===== src/rtl/shift_pkg.sv =====
// Shared definitions for the serial shift sequencer: op and FSM state encodings.
// Optional feature macro used by the design: SHIFT_BY_4_EN.
package shift_pkg;

    typedef enum logic [1:0] {
        SH_SLL = 2'b00,
        SH_SRL = 2'b01,
        SH_SRA = 2'b10,
        SH_ROR = 2'b11
    } sh_op_e;

    typedef enum logic [1:0] {
        ST_IDLE  = 2'b00,
        ST_SHIFT = 2'b01,
        ST_DONE  = 2'b10
    } sh_state_e;

endpackage


===== src/rtl/shift_step.sv =====
// Combinational single shift step: one position, or four when SHIFT_BY_4_EN is
// defined and i_by4 is asserted. Fill rules follow the op.
module shift_step
    import shift_pkg::*;
#(
    parameter int unsigned N = 32
) (
    input  logic [N-1:0] i_data,
    input  sh_op_e       i_op,
`ifdef SHIFT_BY_4_EN
    input  logic         i_by4,
`endif
    output logic [N-1:0] o_next
);

    logic [N-1:0] w_step1;
`ifdef SHIFT_BY_4_EN
    logic [N-1:0] w_step4;
`endif

    // One-position step for each op
    always_comb begin
        w_step1 = i_data;
        case (i_op)
            SH_SLL:  w_step1 = {i_data[N-2:0], 1'b0};
            SH_SRL:  w_step1 = {1'b0, i_data[N-1:1]};
            SH_SRA:  w_step1 = {i_data[N-1], i_data[N-1:1]};
            SH_ROR:  w_step1 = {i_data[0], i_data[N-1:1]};
            default: w_step1 = i_data;
        endcase
    end

`ifdef SHIFT_BY_4_EN
    // Four-position step with the same fill rules
    always_comb begin
        w_step4 = i_data;
        case (i_op)
            SH_SLL:  w_step4 = {i_data[N-5:0], 4'b0000};
            SH_SRL:  w_step4 = {4'b0000, i_data[N-1:4]};
            SH_SRA:  w_step4 = {{4{i_data[N-1]}}, i_data[N-1:4]};
            SH_ROR:  w_step4 = {i_data[3:0], i_data[N-1:4]};
            default: w_step4 = i_data;
        endcase
    end

    assign o_next = i_by4 ? w_step4 : w_step1;
`else
    assign o_next = w_step1;
`endif

endmodule


===== src/rtl/shift_sequencer.sv =====
// Iterative shift controller: latches operand/op/shamt on start, steps the
// shift register once per cycle until the count is exhausted, then presents
// the result with a one-cycle done pulse.
// Optional macro SHIFT_BY_4_EN: steps by four while count >= 4.
module shift_sequencer
    import shift_pkg::*;
#(
    parameter int unsigned N   = 32,
    parameter int unsigned SHW = 5
) (
    input  logic           clk,
    input  logic           reset,
    input  logic           start,
    input  logic [1:0]     op,
    input  logic [N-1:0]   operand,
    input  logic [SHW-1:0] shamt,
    output logic           busy,
    output logic           done,
    output logic [N-1:0]   result
);

    sh_state_e      r_state;
    sh_op_e         r_op;
    logic [SHW-1:0] r_count;
    logic [N-1:0]   r_shreg;
    logic [N-1:0]   r_result;
    logic           r_busy;
    logic           r_done;

    logic [N-1:0]   w_next;
    logic [SHW-1:0] w_dec;
    logic           w_last;

`ifdef SHIFT_BY_4_EN
    logic           w_by4;

    assign w_by4 = (r_count >= SHW'(4));
    assign w_dec = w_by4 ? SHW'(4) : SHW'(1);
`else
    assign w_dec = SHW'(1);
`endif

    // Final step of the operation is the one that consumes the remaining count
    assign w_last = (r_count == w_dec);

    shift_step #(
        .N (N)
    ) u_step (
        .i_data (r_shreg),
        .i_op   (r_op),
`ifdef SHIFT_BY_4_EN
        .i_by4  (w_by4),
`endif
        .o_next (w_next)
    );

    // Control FSM with registered busy/done/result
    always_ff @(posedge clk or negedge reset) begin
        if (!reset) begin
            r_state  <= ST_IDLE;
            r_op     <= SH_SLL;
            r_count  <= '0;
            r_shreg  <= '0;
            r_result <= '0;
            r_busy   <= 1'b0;
            r_done   <= 1'b0;
        end else begin
            case (r_state)
                ST_IDLE: begin
                    if (start) begin
                        r_shreg <= operand;
                        r_op    <= sh_op_e'(op);
                        r_count <= shamt;
                        r_busy  <= 1'b1;
                        if (shamt == '0) begin
                            r_state  <= ST_DONE;
                            r_result <= operand;
                            r_done   <= 1'b1;
                        end else begin
                            r_state <= ST_SHIFT;
                        end
                    end
                end
                ST_SHIFT: begin
                    r_shreg <= w_next;
                    r_count <= r_count - w_dec;
                    if (w_last) begin
                        r_state  <= ST_DONE;
                        r_result <= w_next;
                        r_done   <= 1'b1;
                    end
                end
                ST_DONE: begin
                    r_state <= ST_IDLE;
                    r_busy  <= 1'b0;
                    r_done  <= 1'b0;
                end
                default: begin
                    r_state <= ST_IDLE;
                    r_busy  <= 1'b0;
                    r_done  <= 1'b0;
                end
            endcase
        end
    end

    assign busy   = r_busy;
    assign done   = r_done;
    assign result = r_result;

endmodule


===== config.mk =====
export PLATFORM = sky130hd
export DESIGN_NAME = shift_sequencer
export DESIGN_NICKNAME = d
export VERILOG_FILES = /design/src/rtl/shift_pkg.sv /design/src/rtl/shift_step.sv /design/src/rtl/shift_sequencer.sv
export SDC_FILE = /design/constraint.sdc
export NUM_CORES = 1
export LEC_CHECK = 0
export BUFFER_PORTS_ARGS = -buffer_cell sky130_fd_sc_hd__buf_2
export CAP_MARGIN = 20
export CORE_MARGIN = 2
export CORE_UTILIZATION = 60
export CTS_CLUSTER_SIZE = 10
export DETAILED_ROUTE_END_ITERATION = 6
export PLACE_DENSITY = 0.85
export SLEW_MARGIN = 20
export SYNTH_ARGS = -nofsm -noshare
export SYNTH_HDL_FRONTEND = slang
export SYNTH_HIERARCHICAL = 1
export SYNTH_SLANG_ARGS = --single-unit

===== constraint.sdc =====
create_clock -name clk -period 3.3 [get_ports clk]
set_clock_uncertainty 0.05 [all_clocks]
set_input_delay 0.66 -clock clk [delete_from_list [all_inputs] [get_ports clk]]
set_output_delay 0.66 -clock clk [all_outputs]
set_load 0.005 [all_outputs]

==> Implementation_results.wiki, run 1 <==
{| class="wikitable"
! Metric !! Value
|-
| Outcome || complete, no violations
|-
| DRC errors left || 0
|-
| Area of the mapped netlist || 0.003974 mm^2
|-
| Post-layout net count || 455
|-
| 1st-iter DRT viols || 191
|-
| Largest net degree at the start of global routing || 76
|-
| Routability-driven placement congestion ratio || 0.8820
|-
| DIE WIDTH || 85.38 um
|-
| Portion of the post-synthesis area used by sequential elements || 47.23%
|-
| Slew Viols, Final || 0
|-
| Fill count || 436
|-
| Sequential power share || 33.3%
|-
| Boundary Pins || 76
|-
| Std-Cell Rows || 29
|-
| Global routing usage summed across all routing layers || 25.05%
|-
| Cells taking the most area after synthesis || dfrtp_1 (47%), mux2_4 (20%), mux2_2 (9.6%), nand2_1 (9.1%), mux2i_1 (1.8%)
|-
| Number of endpoints failing setup at the final stage || 0
|-
| Count leader, synth || nand2_1
|-
| Cell type with the largest total area after synthesis || dfrtp_1
|-
| Hold violation count in the final report || 0
|-
| Source-to-sink clock delay at the later pin of the worst-skew pair || 0.35 ns
|-
| Clock tree root buffer cell || clkbuf_8
|-
| Number of enable flip-flop cells after synthesis || 0
|-
| Transition time at the pin with the least slew margin || 0.9118 ns
|-
| Worst reg-to-reg setup slack || 1.02 ns
|-
| Flip-flop and latch count after synthesis || 75
|-
| Pwr/cell area || 1154 mW/mm^2
|-
| TritonCTS Buffers || 9
|-
| Required time of the critical path || 3.48 ns
|-
| Portion of total power attributed to combinational logic || 50.3%
|-
| Antenna Nets Post-Route || 0
|-
| Remaining Overflow, GRT || 0
|-
| Max FO, Critical Path || 16
|-
| Area added between synthesis and finish || 16.22%
|-
| Count of mapped cells out of synthesis || 337
|-
| Min Tclk post-route || 2.278 ns
|-
| Reported max-cap violation count || 0
|-
| Design internal power || 0.003431 W
|-
| Number of buffers inserted by hold repair at cts || 0
|-
| Proportion of synthesized flip-flops having asynchronous set or reset || 100.0%
|-
| Yosys warns || 6
|-
| Hold Crit Class || in -> async
|-
| Routed wire length || 8.485 mm
|-
| Switch share || 35.64%
|-
| Crit Path Class || reg -> reg
|-
| Clock-pin transition on the worst setup and hold timing paths || 0.08 ns
|-
| Setup TNS || 0 ns
|-
| Mean Syn Cell Area || 11.79 um^2
|-
| Number of antenna violations at the first check in global routing || 0
|-
| IR Drop Worst-Case VDD || 0.6483 mV
|-
| Die height || 85.38 um
|-
| Endpoint kind of the worst setup timing path || flip-flop
|-
| Unrepaired setup endpoints after global routing || no
|-
| Die area || 0.007290 mm^2
|-
| TritonCTS clock tree || yes
|-
| Top-area cell type share of the netlist area || 47.23%
|-
| Top cell types by occurrence after synthesis || nand2_1 (96), dfrtp_1 (75), mux2_4 (54), mux2_2 (34), inv_1 (8)
|-
| Total setup buffers inserted after CTS || 0
|-
| Maximum root-to-sink buffer count || 2
|-
| Final Cycle Share || 69.04%
|-
| Pleak || 2.371 nW
|-
| # diodes || 0
|-
| Max_slew headroom || 39.22%
|-
| Vias in the first global route || 2835
|-
| Wire length per cell || 17.21 um
|-
| First-pass iteration count of the detailed router || 4
|-
| Mean number of vias per cell || 5.566
|-
| Data arrival time at the worst-slack endpoint || 2.46 ns
|-
| Max Freq || 438.9 MHz
|-
| H-Tree Level Count || 3
|-
| Wire length of the first global-routing pass || 14.13 mm
|-
| TritonCTS Sinks || 75
|-
| IO Port Bufs || 75
|-
| Number of resized instances in the post-cts repair step || 0
|-
| Total half-perimeter wirelength after legalization and detailed placement || 5.612 mm
|-
| Area of the core region || 0.006386 mm^2
|-
| Dominant synthesized flop cell || dfrtp_1
|-
| Share of final-layout standard cells stronger than drive strength 1 || 46.39%
|-
| Min Hold Slack || 0.3868 ns
|-
| Via count || 2744
|-
| Power dissipated by switching net loads || 0.001900 W
|-
| Worst Setup Start Kind || flip-flop
|-
| Synthesized net count || 381
|-
| Share of total power in the clock network || 16.4%
|-
| Starting Density || 62.23%
|-
| Unique masters post-synth || 33
|}
-- per-layer routing --
metal | wire length, um | global-route usage (%)
met1 | 3669 | 33.83
met2 | 4234 | 39.99
met3 | 436 | 5.447
met4 | 144 | 9.380
met5 | 0 | 0
-- registers in the layout, summed over array words and instances, names as in the netlist --
name	count
busy	1
r_state	2
r_op	2
done	1
result	32
r_shreg	32
r_count	5
-- critical path, stage by stage, from the launching register on --
cell and delay (ns):
dfrtp_1 0.39, inv_1 0.12, ha_1 0.20, nor4b_1 0.46, o211a_2 0.26, buf_4 0.30
mux2_2 0.37
-- placed cells by master, fill, tap and decap left out, types with 2 or more instances in the layout --
cell,count
mux2_2,34
buf_4,6
dfrtp_1,75
clkbuf_8,10
o21ai_0,7
bufinv_16,3
mux2_4,54
a21oi_1,6
a21o_1,2
nor3b_1,2
ha_1,2
o22ai_1,3
nand3_1,3
mux2i_1,7
buf_2,74
nand2_1,96
nor2_1,4
inv_1,8
-- layout make-up --
| class | instances | area (um^2) | area share, % |
|---|---|---|---|
| Sequential cell | 75 | 1877 | 40.64 |
| Tap cell | 77 | 96.34 | 2.086 |
| Multi-Input combinational cell | 236 | 1931 | 41.80 |
| Timing Repair Buffer | 81 | 435.4 | 9.428 |
| Clock inverter | 6 | 111.4 | 2.411 |
| Clock buffer | 10 | 137.6 | 2.980 |
| Inverter | 8 | 30.03 | 0.6502 |
-- worst paths after layout --
check	cells after the start	startpoint	end
max in group asynchronous	1	reset	result[15]
setup reg to reg	6	r_count[1]	result[2]
setup / recovery	6	r_count[1]	result[2]
hold reg to reg	1	done	done
min in group clk	1	done	done
hold / removal	1	reset	result[29]
-- logic make-up after synthesis --
group,synth area share [%]
DFF,47.23
buffers and inverters,4.534
adders and majority gates,0.6296
and+or+nand+nor,11.84
AOI/OAI and AO/OA,3.967
muxes,31.80
-- stage by stage --
stage               util [%]  power [W]  setup WS, ns  area (um^2)  std cells
finish                 72.32   0.005331         1.022         4618        493
global route           72.32   0.005686        0.9626         4618        493
CTS                    72.32   0.005354         1.057         4618        493
detailed placement     68.42   0.004434        0.7995         4369        477
global placement       68.42   0.004265        0.8493         4369        477
floorplan                  -   0.003794         1.087         3974        337
-- power groups by stage --
stage               clock (W)  combinational (W)  sequential [W]
floorplan                   0            0.00211         0.00168
global placement            0            0.00252         0.00174
detailed placement          0            0.00266         0.00177
CTS                  0.000886            0.00270         0.00177
global route         0.000917            0.00293         0.00184
finish               0.000874            0.00268         0.00178
Power figures use the tool's default switching activity.
==> run 2, diff against run 1 <==
--- a/config.mk
+++ b/config.mk
@@ -8,10 +8,10 @@
 export BUFFER_PORTS_ARGS = -buffer_cell sky130_fd_sc_hd__buf_2
 export CAP_MARGIN = 20
 export CORE_MARGIN = 2
-export CORE_UTILIZATION = 60
+export CORE_UTILIZATION = 50
 export CTS_CLUSTER_SIZE = 10
 export DETAILED_ROUTE_END_ITERATION = 6
-export PLACE_DENSITY = 0.85
+export PLACE_DENSITY = 0.75
 export SLEW_MARGIN = 20
 export SYNTH_ARGS = -nofsm -noshare
 export SYNTH_HDL_FRONTEND = slang
==> constraint.sdc (replaced) <==
create_clock -name clk -period 2 [get_ports clk]
set_clock_uncertainty 0.05 [all_clocks]
set_input_delay 0.4 -clock clk [delete_from_list [all_inputs] [get_ports clk]]
set_output_delay 0.4 -clock clk [all_outputs]
set_load 0.005 [all_outputs]
==> run 2 against run 1 <==
Effect of this change:
- final cell count increased by 6.9%
- worst setup slack lost 0.89 ns
- combinational power is 70% higher
- die area is 19% higher
- hold slack lost 0.16 ns
- clock-buffer cell count grew 2
- register-to-register slack worse by 0.89 ns
- non-clock buffer count up 9
- critical path depth stayed put
- sequential power increased by 62%
- largest power group unchanged
==> Implementation_results.wiki, run 2 (synthesized netlist as in run 1, its figures left out) <==
{| class="wikitable"
! Metric !! Value
|-
| Die area || 0.008677 mm^2 (was 0.007290 mm^2)
|-
| Worst hold start || op[0]
|-
| TritonCTS Buffers || 9 (unchanged)
|-
| Critical path cell sequence || inv_1 -> ha_1 -> nor4b_2 -> o211a_2 -> buf_12 -> mux2_2 (was inv_1 -> ha_1 -> nor4b_1 -> o211a_2 -> buf_4 -> mux2_2)
|-
| Final Cycle Share || 93.65% (was 69.04%)
|-
| Pleak || 2.404 nW (was 2.371 nW)
|-
| # diodes || 0 (unchanged)
|-
| Remaining Overflow, GRT || 0 (unchanged)
|-
| 1st-iter DRT viols || 113 (was 191)
|-
| Die height || 93.15 um (was 85.38 um)
|-
| Wire length of the first global-routing pass || 13.59 mm (was 14.13 mm)
|-
| Source-to-sink clock delay at the later pin of the worst-skew pair || 0.35 ns (about the same)
|-
| IR Drop Worst-Case VDD || 0.7763 mV (was 0.6483 mV)
|-
| TritonCTS Sinks || 75 (unchanged)
|-
| DIE WIDTH || 93.15 um (was 85.38 um)
|-
| Overall power consumption || 0.008620 W (was 0.005331 W)
|-
| Clock-pin transition on the worst setup and hold timing paths || 0.08 ns (about the same)
|-
| Highest-count cells in the layout ignoring fill and taps || nand2_1 (96), dfrtp_1 (75), buf_2 (74) (unchanged)
|-
| Total setup buffers inserted after CTS || 0 (unchanged)
|-
| Endpoint kind of the worst setup timing path || flip-flop (unchanged)
|-
| Depth of the worst register-to-register path || 6 (unchanged)
|-
| Post-detailed-placement cell area || 0.004523 mm^2 (was 0.004369 mm^2)
|-
| Routability-driven placement congestion ratio || 0.8432 (was 0.8820)
|-
| Worst Setup Start Kind || flip-flop (unchanged)
|-
| Worst hold path stage count || 3
|-
| DRC errors left || 0 (unchanged)
|-
| Vias in the first global route || 2767 (was 2835)
|-
| Starting Density || 51.42% (was 62.23%)
|-
| Number of endpoints failing setup at the final stage || 0 (unchanged)
|-
| Register area || 0.001877 mm^2 (unchanged)
|-
| First-pass iteration count of the detailed router || 4 (unchanged)
|-
| Unrepaired setup endpoints after global routing || no (unchanged)
|-
| Number of antenna violations at the first check in global routing || 0 (unchanged)
|-
| Mean number of vias per cell || 5.211 (was 5.566)
|-
| Std-Cell Rows || 32 (was 29)
|-
| Area of the core region || 0.007727 mm^2 (was 0.006386 mm^2)
|-
| Clock tree root buffer cell || clkbuf_8 (unchanged)
|-
| Required time of the critical path || 2.18 ns (was 3.48 ns)
|-
| Maximum root-to-sink buffer count || 2 (unchanged)
|-
| Pwr/cell area || 1821 mW/mm^2 (was 1154 mW/mm^2)
|-
| Transition time at the pin with the least slew margin || 0.6519 ns (was 0.9118 ns)
|-
| Area added between synthesis and finish || 19.14% (was 16.22%)
|-
| Worst reg-to-reg setup slack || 0.13 ns (was 1.02 ns)
|-
| Global routing usage summed across all routing layers || 19.92% (was 25.05%)
|-
| Wire length per cell || 15.45 um (was 17.21 um)
|-
| Outcome || complete, no violations (unchanged)
|-
| Crit path largest cell delay || 0.38 ns (was 0.46 ns)
|-
| Worst path buffer plus inverter count || 2 (unchanged)
|-
| Critical R2R Launch || r_count[1] (unchanged)
|-
| Area taken by multi-input logic gates || 0.001937 mm^2 (was 0.001931 mm^2)
|-
| Total half-perimeter wirelength after legalization and detailed placement || 5.783 mm (was 5.612 mm)
|-
| Largest net degree at the start of global routing || 38 (was 76)
|-
| Crit Path Class || reg -> reg (unchanged)
|-
| Utilization after layout || 61.27% (was 72.32%)
|-
| Layout Cell Area excl Fill || 0.004735 mm^2 (was 0.004618 mm^2)
|-
| Fill count || 636 (was 436)
|-
| Post-layout net count || 464 (was 455)
|-
| Hold violation count in the final report || 0 (unchanged)
|-
| Commonest non-fill, non-tap cell in the layout || nand2_1 (unchanged)
|-
| Reported max-cap violation count || 0 (unchanged)
|-
| Boundary Pins || 76 (unchanged)
|-
| Min Tclk post-route || 1.873 ns (was 2.278 ns)
|-
| IO Port Bufs || 75 (unchanged)
|-
| Max_slew headroom || 56.53% (was 39.22%)
|-
| Max Freq || 533.9 MHz (was 438.9 MHz)
|-
| Destination of the worst hold path || r_op[0]
|-
| Max FO, Critical Path || 23 (was 16)
|-
| Routed wire length || 8.141 mm (was 8.485 mm)
|-
| Hold Crit Class || in -> reg (was in -> async)
|-
| Antenna Nets Post-Route || 0 (unchanged)
|-
| Share of final-layout standard cells stronger than drive strength 1 || 47.06% (was 46.39%)
|-
| R2r endpoint || result[1] (was result[2])
|-
| Via count || 2746 (was 2744)
|-
| Top cell family by delay on the critical path || flip-flops (was simple AND/OR/NAND/NOR gates)
|-
| H-Tree Level Count || 3 (unchanged)
|-
| Slowest cell on the critical path || dfrtp_1 (was nor4b_1)
|-
| Slew Viols, Final || 0 (unchanged)
|-
| Data arrival time at the worst-slack endpoint || 2.05 ns (was 2.46 ns)
|-
| TritonCTS clock tree || yes (unchanged)
|}
==> run 2: cell type report <==
class                           instances  area share [%]
Clock buffer                           12           3.066
Timing Repair Buffer                   90           12.00
Inverter                                8          0.6342
Sequential cell                        75           39.64
Clock inverter                          4           1.057
Multi-Input combinational cell        236           40.91
Tap cell                              102           2.696
==> run 2: worst max path at each step <==
| stage | start | end | cells past startpoint |
|---|---|---|---|
| floorplan | shamt[3] | result[10] | 6 |
| global placement | shamt[3] | result[3] | 6 |
| detailed placement | shamt[3] | result[1] | 6 |
| CTS | r_count[1] | result[1] | 6 |
| global route | r_count[1] | result[1] | 6 |
| finish | r_count[1] | result[1] | 6 |
==> run 2: timing repair <==
item / 4_1_cts / 5_1_grt
gates resized for setup: 1 / 0
hold endpoints to repair: 35 / 0
hold buffers: 1 / 0
endpoints found under the setup margin: 11 / 0
==> run 2: report_power, final <==
group / switching (W) / internal, W
registers: 0.000590 / 0.00230
clock network: 0.000565 / 0.000610
logic: 0.00190 / 0.00266
==> run 2: per-layer routing <==
metal	global-route usage, %	routed length [um]	up-vias
li1	-	-	1304
met1	27.53	3787	1363
met2	31.94	3895	68
met3	3.143	345	11
met4	7.230	113	0
met5	0	0	-
==> run 2: metrics by stage <==
stage,instances,hold slack (ns),setup WS [ns],setup TNS [ns]
after global routing,527,0.2304,0.0003664,0
after global placement,510,0.3420,-0.1434,-3.396
after floorplan,337,0.05441,0.04702,0
after detailed placement,510,0.3478,-0.1807,-4.220
after CTS,527,0.2147,0.1126,0
final,527,0.2310,0.1271,0
==> run 2: worst reg2reg max path, cell delays in order, from the launching register on <==
cell and delay [ns]:
dfrtp_1 0.38, inv_1 0.10, ha_1 0.14, nor4b_2 0.25
o211a_2 0.26, buf_12 0.21, mux2_2 0.38
==> run 3, diff against run 2 <==
--- a/config.mk
+++ b/config.mk
@@ -11,7 +11,7 @@
 export CORE_UTILIZATION = 50
 export CTS_CLUSTER_SIZE = 10
 export DETAILED_ROUTE_END_ITERATION = 6
-export PLACE_DENSITY = 0.75
+export PLACE_DENSITY = 0.84
 export SLEW_MARGIN = 20
 export SYNTH_ARGS = -nofsm -noshare
 export SYNTH_HDL_FRONTEND = slang
==> run 3 against run 2 <==
Effect of this change:
- clock power decreased by 10%
- clock-buffer cell count decreased by 3
- via count up 0.15%
- core utilization grew 0.24 points
- first-iteration DRC count grew 12%
- sequential power about the same
- sequential share of layout area decreased by 0.16 points
- largest power group unchanged
==> Implementation_results.wiki, run 3 (synthesized netlist as in run 1, its figures left out) <==
{| class="wikitable"
! Metric !! Value
|-
| Min Hold Slack || 0.1981 ns (was 0.2310 ns)
|-
| Crit path largest cell delay || 0.44 ns (was 0.38 ns)
|-
| Unrepaired setup endpoints after global routing || no (unchanged)
|-
| Max Freq || 535.6 MHz (was 533.9 MHz)
|-
| H-Tree Level Count || 3 (unchanged)
|-
| Worst hold path stage count || 3 (unchanged)
|-
| Total setup buffers inserted after CTS || 0 (unchanged)
|-
| Crit Path Class || reg -> reg (unchanged)
|-
| Number of endpoints failing setup at the final stage || 0 (unchanged)
|-
| DIE WIDTH || 93.15 um (unchanged)
|-
| Worst hold start || op[0] (unchanged)
|-
| DRC errors left || 0 (unchanged)
|-
| Wire length of the first global-routing pass || 13.48 mm (was 13.59 mm)
|-
| Area added between synthesis and finish || 19.62% (was 19.14%)
|-
| Via count || 2750 (was 2746)
|-
| Reported max-cap violation count || 0 (unchanged)
|-
| Min Tclk post-route || 1.867 ns (was 1.873 ns)
|-
| Critical R2R Launch || r_op[0] (was r_count[1])
|-
| Clock tree root buffer cell || clkbuf_8 (unchanged)
|-
| Critical path cell sequence || nor2_4 -> buf_12 -> mux2_4 -> mux2_2 -> mux2_4 (was inv_1 -> ha_1 -> nor4b_2 -> o211a_2 -> buf_12 -> mux2_2)
|-
| Fin cells || 531 (was 527)
|-
| Design internal power || 0.005457 W (was 0.005563 W)
|-
| R2r endpoint || result[10] (was result[1])
|-
| Number of antenna violations at the first check in global routing || 0 (unchanged)
|-
| Most used cell, CP || mux2_4
|-
| Routability-driven placement congestion ratio || 0.8726 (was 0.8432)
|-
| Number of cells in the design after placement || 514 (was 510)
|-
| Highest-count cells in the layout ignoring fill and taps || nand2_1 (96), dfrtp_1 (75), buf_2 (74) (unchanged)
|-
| Wire length per cell || 15.28 um (was 15.45 um)
|-
| Final Cycle Share || 93.35% (was 93.65%)
|-
| Global routing usage summed across all routing layers || 19.78% (was 19.92%)
|-
| First-pass iteration count of the detailed router || 4 (unchanged)
|-
| Source-to-sink clock delay at the later pin of the worst-skew pair || 0.35 ns (about the same)
|-
| 1st-iter DRT viols || 127 (was 113)
|-
| Area of the core region || 0.007727 mm^2 (unchanged)
|-
| Die height || 93.15 um (unchanged)
|-
| Fill count || 601 (was 636)
|-
| Endpoint kind of the worst setup timing path || flip-flop (unchanged)
|-
| Pleak || 2.424 nW (was 2.404 nW)
|-
| Worst reg-to-reg setup slack || 0.13 ns (about the same)
|-
| Starting Density || 51.42% (unchanged)
|-
| Sequential power share || 33.5% (about the same)
|-
| Hold Crit Class || in -> reg (unchanged)
|-
| Post-detailed-placement cell area || 0.004553 mm^2 (was 0.004523 mm^2)
|-
| TritonCTS Sinks || 75 (unchanged)
|-
| Top cell family by delay on the critical path || multiplexers (was flip-flops)
|-
| Share of final-layout standard cells stronger than drive strength 1 || 48.02% (was 47.06%)
|-
| Slowest cell on the critical path || dfrtp_1 (unchanged)
|-
| Antenna Nets Post-Route || 0 (unchanged)
|-
| Depth of the worst register-to-register path || 5 (was 6)
|-
| Mean number of vias per cell || 5.179 (was 5.211)
|-
| Pwr/cell area || 1804 mW/mm^2 (was 1821 mW/mm^2)
|-
| Outcome || complete, no violations (unchanged)
|-
| Transition time at the pin with the least slew margin || 0.5846 ns (was 0.6519 ns)
|-
| Boundary Pins || 76 (unchanged)
|-
| Required time of the critical path || 2.19 ns (was 2.18 ns)
|-
| Data arrival time at the worst-slack endpoint || 2.06 ns (was 2.05 ns)
|-
| IO Port Bufs || 75 (unchanged)
|-
| Max_slew headroom || 61.02% (was 56.53%)
|-
| Post-layout net count || 468 (was 464)
|-
| IR Drop Worst-Case VDD || 0.8420 mV (was 0.7763 mV)
|-
| Std-Cell Rows || 32 (unchanged)
|-
| Worst path buffer plus inverter count || 1 (was 2)
|-
| TritonCTS clock tree || yes (unchanged)
|-
| Switch share || 36.36% (was 35.47%)
|-
| Worst Setup Start Kind || flip-flop (unchanged)
|-
| Power dissipated by switching net loads || 0.003118 W (was 0.003057 W)
|-
| Portion of total power attributed to combinational logic || 54.3% (was 52.9%)
|-
| Hold violation count in the final report || 0 (unchanged)
|-
| Remaining Overflow, GRT || 0 (unchanged)
|-
| Slew Viols, Final || 0 (unchanged)
|-
| Max FO, Critical Path || 20 (was 23)
|-
| Utilization after layout || 61.51% (was 61.27%)
|-
| Layout Cell Area excl Fill || 0.004753 mm^2 (was 0.004735 mm^2)
|-
| # diodes || 0 (unchanged)
|-
| Die area || 0.008677 mm^2 (unchanged)
|-
| Maximum root-to-sink buffer count || 2 (unchanged)
|-
| Share of total power in the clock network || 12.3% (was 13.6%)
|-
| Largest net degree at the start of global routing || 41 (was 38)
|-
| Routed wire length || 8.115 mm (was 8.141 mm)
|-
| Vias in the first global route || 2867 (was 2767)
|-
| Clock-pin transition on the worst setup and hold timing paths || 0.08 ns (about the same)
|-
| TritonCTS Buffers || 9 (unchanged)
|-
| Destination of the worst hold path || r_op[0] (unchanged)
|-
| Commonest non-fill, non-tap cell in the layout || nand2_1 (unchanged)
|-
| Total half-perimeter wirelength after legalization and detailed placement || 5.937 mm (was 5.783 mm)
|}
## run 3: tightest hold or removal path: cells and delay by family
kind | cells | cell delay [ns]
buffers and inverters | 1 | 0.08
and+or+nand+nor | 2 | 0.09
## run 3: power groups by stage
stage	Combinational [W]	Sequential [W]	Clock, W
floorplan	0.00348	0.00278	0
global placement	0.00447	0.00284	0
detailed placement	0.00466	0.00288	0
CTS	0.00468	0.00286	0.00107
global route	0.00508	0.00297	0.00113
finish	0.00465	0.00287	0.00105
## run 3: stage by stage
step | setup TNS (ns) | setup WS (ns) | total power (W)
6_report | 0 | 0.1330 | 0.008576
5_1_grt | 0 | 0.03543 | 0.009176
4_1_cts | 0 | 0.09147 | 0.008617
3_5_place_dp | -5.420 | -0.2046 | 0.007536
3_3_place_gp | -3.865 | -0.1448 | 0.007314
2_1_floorplan | 0 | 0.04702 | 0.006261
## run 3: repair_timing
action                                  4_1_cts  5_1_grt
gates cloned                                  0        0
pin swaps                                     0        1
hold endpoints to repair                     35        0
hold buffers                                  1        0
endpoints found under the setup margin       16        1
resized for setup                             1        1
## run 3: layout make-up
class,count,area [um^2],share of cell area [%]
multi-input combinational,236,1946,40.93
sequential,75,1877,39.48
timing repair buffer,94,598.1,12.58
tap,102,127.6,2.685
clock buffer,9,123.9,2.606
clock inverter,7,51.30,1.079
inverter,8,30.03,0.6317
## run 3: per-layer routing
layer / share of wire (%) / up-vias / track usage (%)
li1: - / 1315 / -
met1: 45 / 1341 / 25.50
met2: 49 / 78 / 32.91
met3: 4.1 / 16 / 2.901
met4: 2.4 / 0 / 9.314
met5: 0 / - / 0
## run 3: worst max path at each step
stage | cells past startpoint | startpoint | end
after floorplan | 6 | shamt[3] | result[10]
after global placement | 6 | shamt[3] | result[2]
after detailed placement | 6 | shamt[3] | result[0]
after CTS | 7 | r_count[1] | result[29]
after global routing | 7 | r_count[1] | result[30]
final | 5 | r_op[0] | result[10]
